**config.mk**
```make
export PLATFORM = sky130hd
export DESIGN_NAME = aesl_deadlock_persist_monitor
export DESIGN_NICKNAME = d
export VERILOG_FILES = /design/src/rtl/aesl_deadlock_pkg.sv /design/src/rtl/aesl_deadlock_prio_enc.sv /design/src/rtl/aesl_deadlock_persist_monitor.sv
export SDC_FILE = /design/constraint.sdc
export NUM_CORES = 1
export LEC_CHECK = 0
export CORE_AREA = 2 2 60 62
export DETAILED_ROUTE_END_ITERATION = 7
export DIE_AREA = 0 0 62 64
export GPL_ROUTABILITY_DRIVEN = 0
export PLACE_DENSITY = 0.93
export SLEW_MARGIN = 15
export SYNTH_ARGS = -nofsm -noshare
export SYNTH_HDL_FRONTEND = slang
export SYNTH_SLANG_ARGS = --single-unit
```
**constraint.sdc**
```tcl
create_clock -name clock -period 3.6 [get_ports clock]
set_clock_uncertainty 0.1 [all_clocks]
set_input_delay 0.9 -clock clock [delete_from_list [all_inputs] [get_ports clock]]
set_output_delay 0.9 -clock clock [all_outputs]
set_load 0.01 [all_outputs]
```
**src/rtl/aesl_deadlock_pkg.sv**
```systemverilog
// Shared types and helpers for the dataflow-region deadlock monitors.
package aesl_deadlock_pkg;

    typedef enum logic [1:0] {
        IDLE     = 2'd0,
        SUSPECT  = 2'd1,
        DEADLOCK = 2'd2
    } dl_state_e;

    // Elaboration-time ceil(log2(value)); 0 for value <= 1.
    function automatic int clog2(input int value);
        int r;
        r = 0;
        for (int i = 0; i < 31; i++) begin
            r = ((32'sd1 <<< i) < value) ? (i + 1) : r;
        end
        return r;
    endfunction

endpackage

```
**src/rtl/aesl_deadlock_prio_enc.sv**
```systemverilog
// Lowest-set-bit priority encoder with a valid flag; purely combinational.
module aesl_deadlock_prio_enc
    import aesl_deadlock_pkg::*;
#(
    parameter  int N = 16,
    localparam int W = (N > 1) ? clog2(N) : 1
) (
    input  logic [N-1:0] req_i,
    output logic [W-1:0] idx_o,
    output logic         valid_o
);

    // Scan from the top so the lowest requesting index is written last and wins.
    always_comb begin
        idx_o   = '0;
        valid_o = 1'b0;
        for (int i = N - 1; i >= 0; i--) begin
            idx_o   = req_i[i] ? W'(i) : idx_o;
            valid_o = valid_o | req_i[i];
        end
    end

endmodule

```
**src/rtl/aesl_deadlock_persist_monitor.sv**
```systemverilog
// Per-region deadlock monitor: raw block condition must persist PERSIST cycles
// before deadlock is flagged; culprit and event count are latched on entry.
module aesl_deadlock_persist_monitor
    import aesl_deadlock_pkg::*;
#(
    parameter int                         N_PROC   = 16,
    parameter int                         N_AXIS   = 12,
    parameter int                         N_IDLE   = 21,
    parameter logic [N_PROC*N_AXIS-1:0]   AXIS_MAP = {(N_PROC*N_AXIS){1'b1}},
    parameter int                         PERSIST  = 64,
    parameter int                         EVT_W    = 8,
    localparam int                        IDX_W    = (N_PROC > 1) ? clog2(N_PROC) : 1,
    localparam int                        CNT_W    = clog2(PERSIST + 1)
) (
    input  logic              clock,
    input  logic              reset,
    input  logic [N_AXIS-1:0] axis_block_sigs,
    input  logic [N_IDLE-1:0] inst_idle_sigs,
    input  logic [N_PROC-1:0] inst_block_sigs,
    input  logic              sub_block,
    input  logic              clear,
    output logic              block,
    output logic              deadlock,
    output logic [IDX_W-1:0]  culprit_idx,
    output logic [CNT_W-1:0]  persist_cnt,
    output logic [EVT_W-1:0]  evt_cnt
);

    localparam logic [CNT_W-1:0] PERSIST_C  = CNT_W'(PERSIST);
    localparam logic [CNT_W-1:0] PERSIST_M1 = CNT_W'(PERSIST - 1);

    dl_state_e          state_q, state_d;
    logic               block_q, deadlock_q, deadlock_d;
    logic [IDX_W-1:0]   culprit_q, culprit_d;
    logic [CNT_W-1:0]   cnt_q, cnt_d;
    logic [EVT_W-1:0]   evt_q, evt_d;
    logic [N_PROC-1:0]  cand_s;
    logic               raw_s, enter_s, enc_valid_s;
    logic [IDX_W-1:0]   enc_idx_s;

    // A process is a candidate when it is blocked on a channel it owns.
    always_comb begin
        cand_s = '0;
        for (int p = 0; p < N_PROC; p++) begin
            cand_s[p] = inst_block_sigs[p] & (|(axis_block_sigs & AXIS_MAP[p*N_AXIS +: N_AXIS]));
        end
    end

    assign raw_s = ((|cand_s) | sub_block) & ~(&inst_idle_sigs);

    aesl_deadlock_prio_enc #(.N(N_PROC)) u_prio_enc (
        .req_i   (cand_s),
        .idx_o   (enc_idx_s),
        .valid_o (enc_valid_s)
    );

    // Next-state logic; clear overrides every transition.
    always_comb begin
        state_d = state_q;
        cnt_d   = cnt_q;
        enter_s = 1'b0;
        if (clear) begin
            state_d = IDLE;
            cnt_d   = '0;
        end else begin
            case (state_q)
                IDLE: begin
                    if (raw_s && (PERSIST == 1)) begin
                        state_d = DEADLOCK;
                        cnt_d   = PERSIST_C;
                        enter_s = 1'b1;
                    end else if (raw_s) begin
                        state_d = SUSPECT;
                        cnt_d   = CNT_W'(1);
                    end else begin
                        cnt_d   = '0;
                    end
                end
                SUSPECT: begin
                    if (!raw_s) begin
                        state_d = IDLE;
                        cnt_d   = '0;
                    end else if (cnt_q == PERSIST_M1) begin
                        state_d = DEADLOCK;
                        cnt_d   = PERSIST_C;
                        enter_s = 1'b1;
                    end else begin
                        cnt_d   = cnt_q + CNT_W'(1);
                    end
                end
                DEADLOCK: begin
                    cnt_d = PERSIST_C;
                end
                default: begin
                    state_d = IDLE;
                    cnt_d   = '0;
                end
            endcase
        end
        // enc_valid_s is low only when sub_block alone caused raw; the encoder then yields 0.
        if (enter_s) begin
            culprit_d = enc_valid_s ? enc_idx_s : '0;
            evt_d     = (&evt_q) ? evt_q : (evt_q + EVT_W'(1));
        end else begin
            culprit_d = culprit_q;
            evt_d     = evt_q;
        end
        deadlock_d = (state_d == DEADLOCK);
    end

    // State and output registers.
    always_ff @(posedge clock or negedge reset) begin
        if (!reset) begin
            state_q    <= IDLE;
            block_q    <= 1'b0;
            deadlock_q <= 1'b0;
            culprit_q  <= '0;
            cnt_q      <= '0;
            evt_q      <= '0;
        end else begin
            state_q    <= state_d;
            block_q    <= raw_s;
            deadlock_q <= deadlock_d;
            culprit_q  <= culprit_d;
            cnt_q      <= cnt_d;
            evt_q      <= evt_d;
        end
    end

    assign block       = block_q;
    assign deadlock    = deadlock_q;
    assign culprit_idx = culprit_q;
    assign persist_cnt = cnt_q;
    assign evt_cnt     = evt_q;

endmodule

```
### Word level (Yosys, flattened, before mapping)

Index checks and enable logic that the tools add are counted.

* output and inout port bits: 21
* logic and storage cells: 84
* bits in registers: 23

* eq/ne operators: 4
* bitwise gates (word level): 35
* add/subtract/negate cells: 2
* muxes and demuxes: 31
* reductions and logical operators: 6

Operator list (number)
* $mux 4: 17
* $mux 7: 3
* $pmux 7 s3: 1
* $reduce_and 21->1: 1
* $and 1x1->1: 17
* $or 1x1->1: 16
* $reduce_or 16->1: 1
* $reduce_or 12->1: 1
* $add 8x1->8 const B: 1
* $mux 2: 4
* $reduce_and 8->1: 1
* $add 7x1->7 const B: 1
* $eq 7x6->1 const B: 1
* $pmux 2 s3: 1
* $mux 1: 5
* $eq 2x2->1 const B: 2
* $eq 2x1->1 const B: 1
* $logic_not 2->1: 1
* $not 1->1: 2
* $reduce_and 2->1: 1

### Longest topological paths before layout

* depth in word-level cells: 19
* mapped depth: 7
* mapped depth without buffers: 6

### Modules after synthesis

From an unflattened synthesis, not the netlist that was laid out.

* cells, all modules: 162
* area total of the unflattened synthesis: 1427.6 um2

By module, submodules not included
* aesl_deadlock_persist_monitor: sequential area each 575.6 um2, cells an instance 128, area an instance 1253.7 um2, instances 1
* aesl_deadlock_prio_enc: sequential area each 0.0 um2, cells an instance 34, area an instance 173.9 um2, instances 1

### Least setup slack after synthesis

OpenSTA, ideal clock, no wires.

* path type: input to register
* start point: input inst_idle_sigs[2]
* end point: register evt_q[2], in the netlist evt_cnt[2]
* stages: 6
* path slack: 1.328 ns
* arrival time: 2.048 ns
* setup time: 0.125 ns
* required time: 3.375 ns
* buffers on the path: 1
* path through: nand4_1 nor4_1 a21oi_2 buf_6 nand3_1 mux2_2

* cells in the longest elaborated chain, start to end: 7

Ends and longest elaborated chain
* start, declared: RTL line aesl_deadlock_persist_monitor.sv:18 `input logic [N_IDLE-1:0] inst_idle_sigs,`
* $reduce_and 21->1: RTL line aesl_deadlock_persist_monitor.sv:49 `assign raw_s = ((|cand_s) | sub_block) & ~(&inst_idle_sigs);`
* $not 1->1: RTL line aesl_deadlock_persist_monitor.sv:49
* $and 1x1->1: RTL line aesl_deadlock_persist_monitor.sv:49
* $mux 1: RTL line aesl_deadlock_persist_monitor.sv:80 `if (!raw_s) begin`
* $mux 1: RTL line aesl_deadlock_persist_monitor.sv:66 `case (state_q)`
* $mux 1: RTL line aesl_deadlock_persist_monitor.sv:62 `if (clear) begin`
* $reduce_and 2->1 (no line)
* end signal, assigned: RTL line aesl_deadlock_persist_monitor.sv:126 `evt_q <= evt_d;`
* end, declared: RTL line aesl_deadlock_persist_monitor.sv:36 `logic [EVT_W-1:0] evt_q, evt_d;`

Every way passes these cells.
A chain may end at the register's enable or synchronous reset.

### Worst setup path in the final report

* start point: input inst_block_sigs[4]
* end point: register culprit_q[3], in the netlist culprit_idx[3]

* cells in the longest elaborated chain, start to end: 7
* elaborated cells on any way between the ends: 18
* those cells by class: mux (9); bitwise (8); reduce/logical (1)

Ends and longest elaborated chain
* start, declared: RTL line aesl_deadlock_persist_monitor.sv:19 `input logic [N_PROC-1:0] inst_block_sigs,`
* $and 1x1->1 (*): RTL line aesl_deadlock_persist_monitor.sv:45 `cand_s[p] = inst_block_sigs[p] & (|(axis_block_sigs & AXIS_MAP[p*N_AXIS +: N_AXIS]));`
* $reduce_or 16->1, or another cell as far along: RTL line aesl_deadlock_persist_monitor.sv:49
* $or 1x1->1, or another cell as far along: RTL line aesl_deadlock_persist_monitor.sv:49
* $and 1x1->1, or another cell as far along: RTL line aesl_deadlock_persist_monitor.sv:49
* $mux 1, or another cell as far along: RTL line aesl_deadlock_persist_monitor.sv:80
* $mux 1, or another cell as far along: RTL line aesl_deadlock_persist_monitor.sv:66
* $mux 1 or $mux 4 (tied branches): RTL line aesl_deadlock_persist_monitor.sv:62, aesl_deadlock_persist_monitor.sv:102
* end signal, assigned: RTL line aesl_deadlock_persist_monitor.sv:124 `culprit_q <= culprit_d;`
* end, declared: RTL line aesl_deadlock_persist_monitor.sv:34 `logic [IDX_W-1:0] culprit_q, culprit_d;`

Every way passes the cells marked *; elsewhere a longest branch is shown, timed or not.

==> impl_metrics.json <==
{
  "drive_gt1_frac": 0.0884,
  "nets": 271,
  "synth_most_common_cell": "dfrtp_1",
  "synth_compound_area_frac": 0.116,
  "io_pins": 74,
  "rr_worst_depth": 6,
  "die_h_microns": 64,
  "syn_nets": 194,
  "ys_types": 38,
  "numCtsBuffers": 3,
  "num_vias": 1389,
  "holdPathStages": 1,
  "wirelength_mm": 3.38,
  "core_sq_um": 3280,
  "grt_max_degree": 24,
  "crit_path_start": "inst_block_sigs[4]",
  "synth_cells": 139,
  "synthArstFlopShare": 1.00,
  "synthAdderAreaFrac": 0.0185,
  "fin_tns_setup_ps": 0,
  "ys_seq_elements": 23,
  "clk_path_buf_depth": 2,
  "worstHoldStart": "culprit_idx[2]",
  "finalMaxSlewViolations": 0,
  "drc": 0,
  "grt_pass1_vias": 1367,
  "yosys.area_share.simple": 0.315,
  "rows": 21,
  "avgSynthCellArea_sq_um": 9.75,
  "yosys_warnings": 0,
  "synth_top_area_share": 0.425,
  "synth_area_leaders": "dfrtp_1 (42%), xnor2_1 (5.8%), nand3_1 (4.4%)",
  "synth_top_family_by_area": "simple AND/OR/NAND/NOR gates",
  "synth_edf_count": 0,
  "io_buffers": 73,
  "rsz0062_at_grt": "false",
  "final_antenna_net_count": 0,
  "initial_core_util": 0.413,
  "report.final.setup_viol": 0,
  "leakage_uw": 0.000884,
  "antenna_found_initial": 0,
  "die_area_sq_um": 3970,
  "routedWlPerCell_microns": 12.9,
  "reg2reg_slack_ps": 1470,
  "peakVddDrop_v": 0.000122,
  "rr_startpoint": "persist_cnt[0]",
  "cts_setup_buffers": 0,
  "crit_path_end_kind": "register",
  "path_clk_slew_ps": 110,
  "criticalPathCategory": "in -> reg",
  "synth.area.mux_share": 0.0332,
  "diodes": 0,
  "pwr-share-seq": 0.555,
  "dieWidth_microns": 62,
  "cts_num_sinks": 23,
  "power.share.combinational": 0.199,
  "synth_area_leader_cell": "dfrtp_1",
  "grt_usage": 0.182,
  "switching_share": 0.226,
  "maxCapViolations": 0,
  "root_buffer": "clkbuf_4",
  "grt_pass1_wl_mm": 5.49,
  "fin_crit_ps": 2660,
  "grt_remaining_overflow": 0,
  "syn_to_final_growth_pct": 59.0,
  "outcome": "finished clean",
  "finalHoldViolations": 0,
  "place_ws_ps": 609,
  "vias_per_cell": 5.32,
  "worst_pin_slew_ps": 603,
  "ys_seq_area_frac": 0.425,
  "start_kind": "primary input",
  "crit_arrival_ps": 2760,
  "cp_max_fo": 14,
  "clockPowerShare": 0.246,
  "r2r-end": "evt_cnt[1]",
  "fin_crit_sh": 0.739,
  "ys.flop_type": "dfrtp_1",
  "max_freq_ghz": 0.376,
  "crit_required_ps": 3700,
  "synth_top_cells_by_count": "dfrtp_1 (23), nor2_1 (16), nand3_1 (12), nand2_1 (11)",
  "dp_hpwl_mm": 2.83,
  "p_per_area_nw_per_um2": 219,
  "ctsHoldBuffers": 0,
  "htreeDepth": 1,
  "p_int_uw": 366,
  "drt_pass1_iterations": 4,
  "setup_ws_ps": 938,
  "p_switching_uw": 107,
  "min_to": "culprit_idx[2]",
  "synth_area_sq_um": 1360,
  "cts_tree": "yes",
  "hp-class": "reg -> reg",
  "clk_latency_ps": 310,
  "synth_xor_area_frac": 0.0646,
  "relSlewSlack": 0.598,
  "cts-resized-gates": 0,
  "drt_iter0_drc": 31
}
layer usage:
layer,global-route usage,wire [microns],vias to the layer above
met4,0.0824,70,0
met5,0,0,-
met1,0.202,1290,647
met2,0.324,1700,60
met3,0.0283,316,6
li1,-,-,676
how the worst max path moves through the flow:
stage,to,slack (ps),cells past startpoint
2_1_floorplan,evt_cnt[2],1330,6
3_3_place_gp,evt_cnt[1],650,6
3_5_place_dp,culprit_idx[3],610,6
4_1_cts,culprit_idx[3],930,6
5_1_grt,culprit_idx[3],800,6
6_report,culprit_idx[3],940,6
cells in the final DEF (no fill, tap or decap), types with 2 or more instances in the layout:
| master | n |
|---|---|
| nand4_1 | 9 |
| nand2_1 | 11 |
| nor4_4 | 2 |
| nand3_1 | 12 |
| mux2_2 | 4 |
| and4_1 | 2 |
| a31oi_1 | 2 |
| nor2_1 | 16 |
| o21ai_0 | 3 |
| o31ai_1 | 2 |
| a21o_2 | 2 |
| clkdlybuf4s50_1 | 73 |
| xnor2_1 | 9 |
| nor3_1 | 2 |
| ha_1 | 2 |
| nor4_1 | 6 |
| clkbuf_4 | 3 |
| dfrtp_1 | 23 |
| and3_1 | 4 |
| inv_1 | 4 |
| a21oi_1 | 4 |
kinds of logic after synthesis:
logic type / Yosys count
buf+inv: 6
compound gates: 21
flops: 23
xor+xnor: 10
mux: 4
fa+ha+maj: 2
simple gates: 73
final cells by class:
| cell class | count | area [sq um] |
|---|---|---|
| fillers | 280 | 1130 |
| multi-input cells | 110 | 742 |
| repair buffers | 74 | 738 |
| flip-flops and latches | 23 | 576 |
| well taps | 46 | 57.6 |
| clock buffers | 4 | 26.3 |
| inverters | 4 | 15.0 |
state kept, by name (all words and copies together) (netlist names):
register and flops:
deadlock 1, block 1, state_q 2, culprit_idx 4, evt_cnt 8, persist_cnt 7
metrics by stage:
stage                     power, uW  cell area, sq um  std cells  hold WS (ps)   util
final                           472              2150        261           407  0.656
after global placement          360              2130        257           378  0.648
after global routing            496              2150        261           434  0.656
after floorplan                 285              1360        139           364      -
after detailed placement        362              2130        257           381  0.648
after CTS                       477              2150        261           414  0.656
critical path, cell delays in order:
cell and delay [ps]:
clkdlybuf4s50_1 470, nor4_2 350, nand4_1 160, a21o_1 360, nand2_2 170, mux2_2 340
power by group through the flow:
stage               Clock (uW)  Sequential, uW  Combinational (uW)
floorplan                    0             268                16.8
global placement             0             267                92.6
detailed placement           0             267                95.1
CTS                        119             262                95.3
global route               130             263                 104
finish                     116             262                94.0
(Power assumes the default switching activity.)
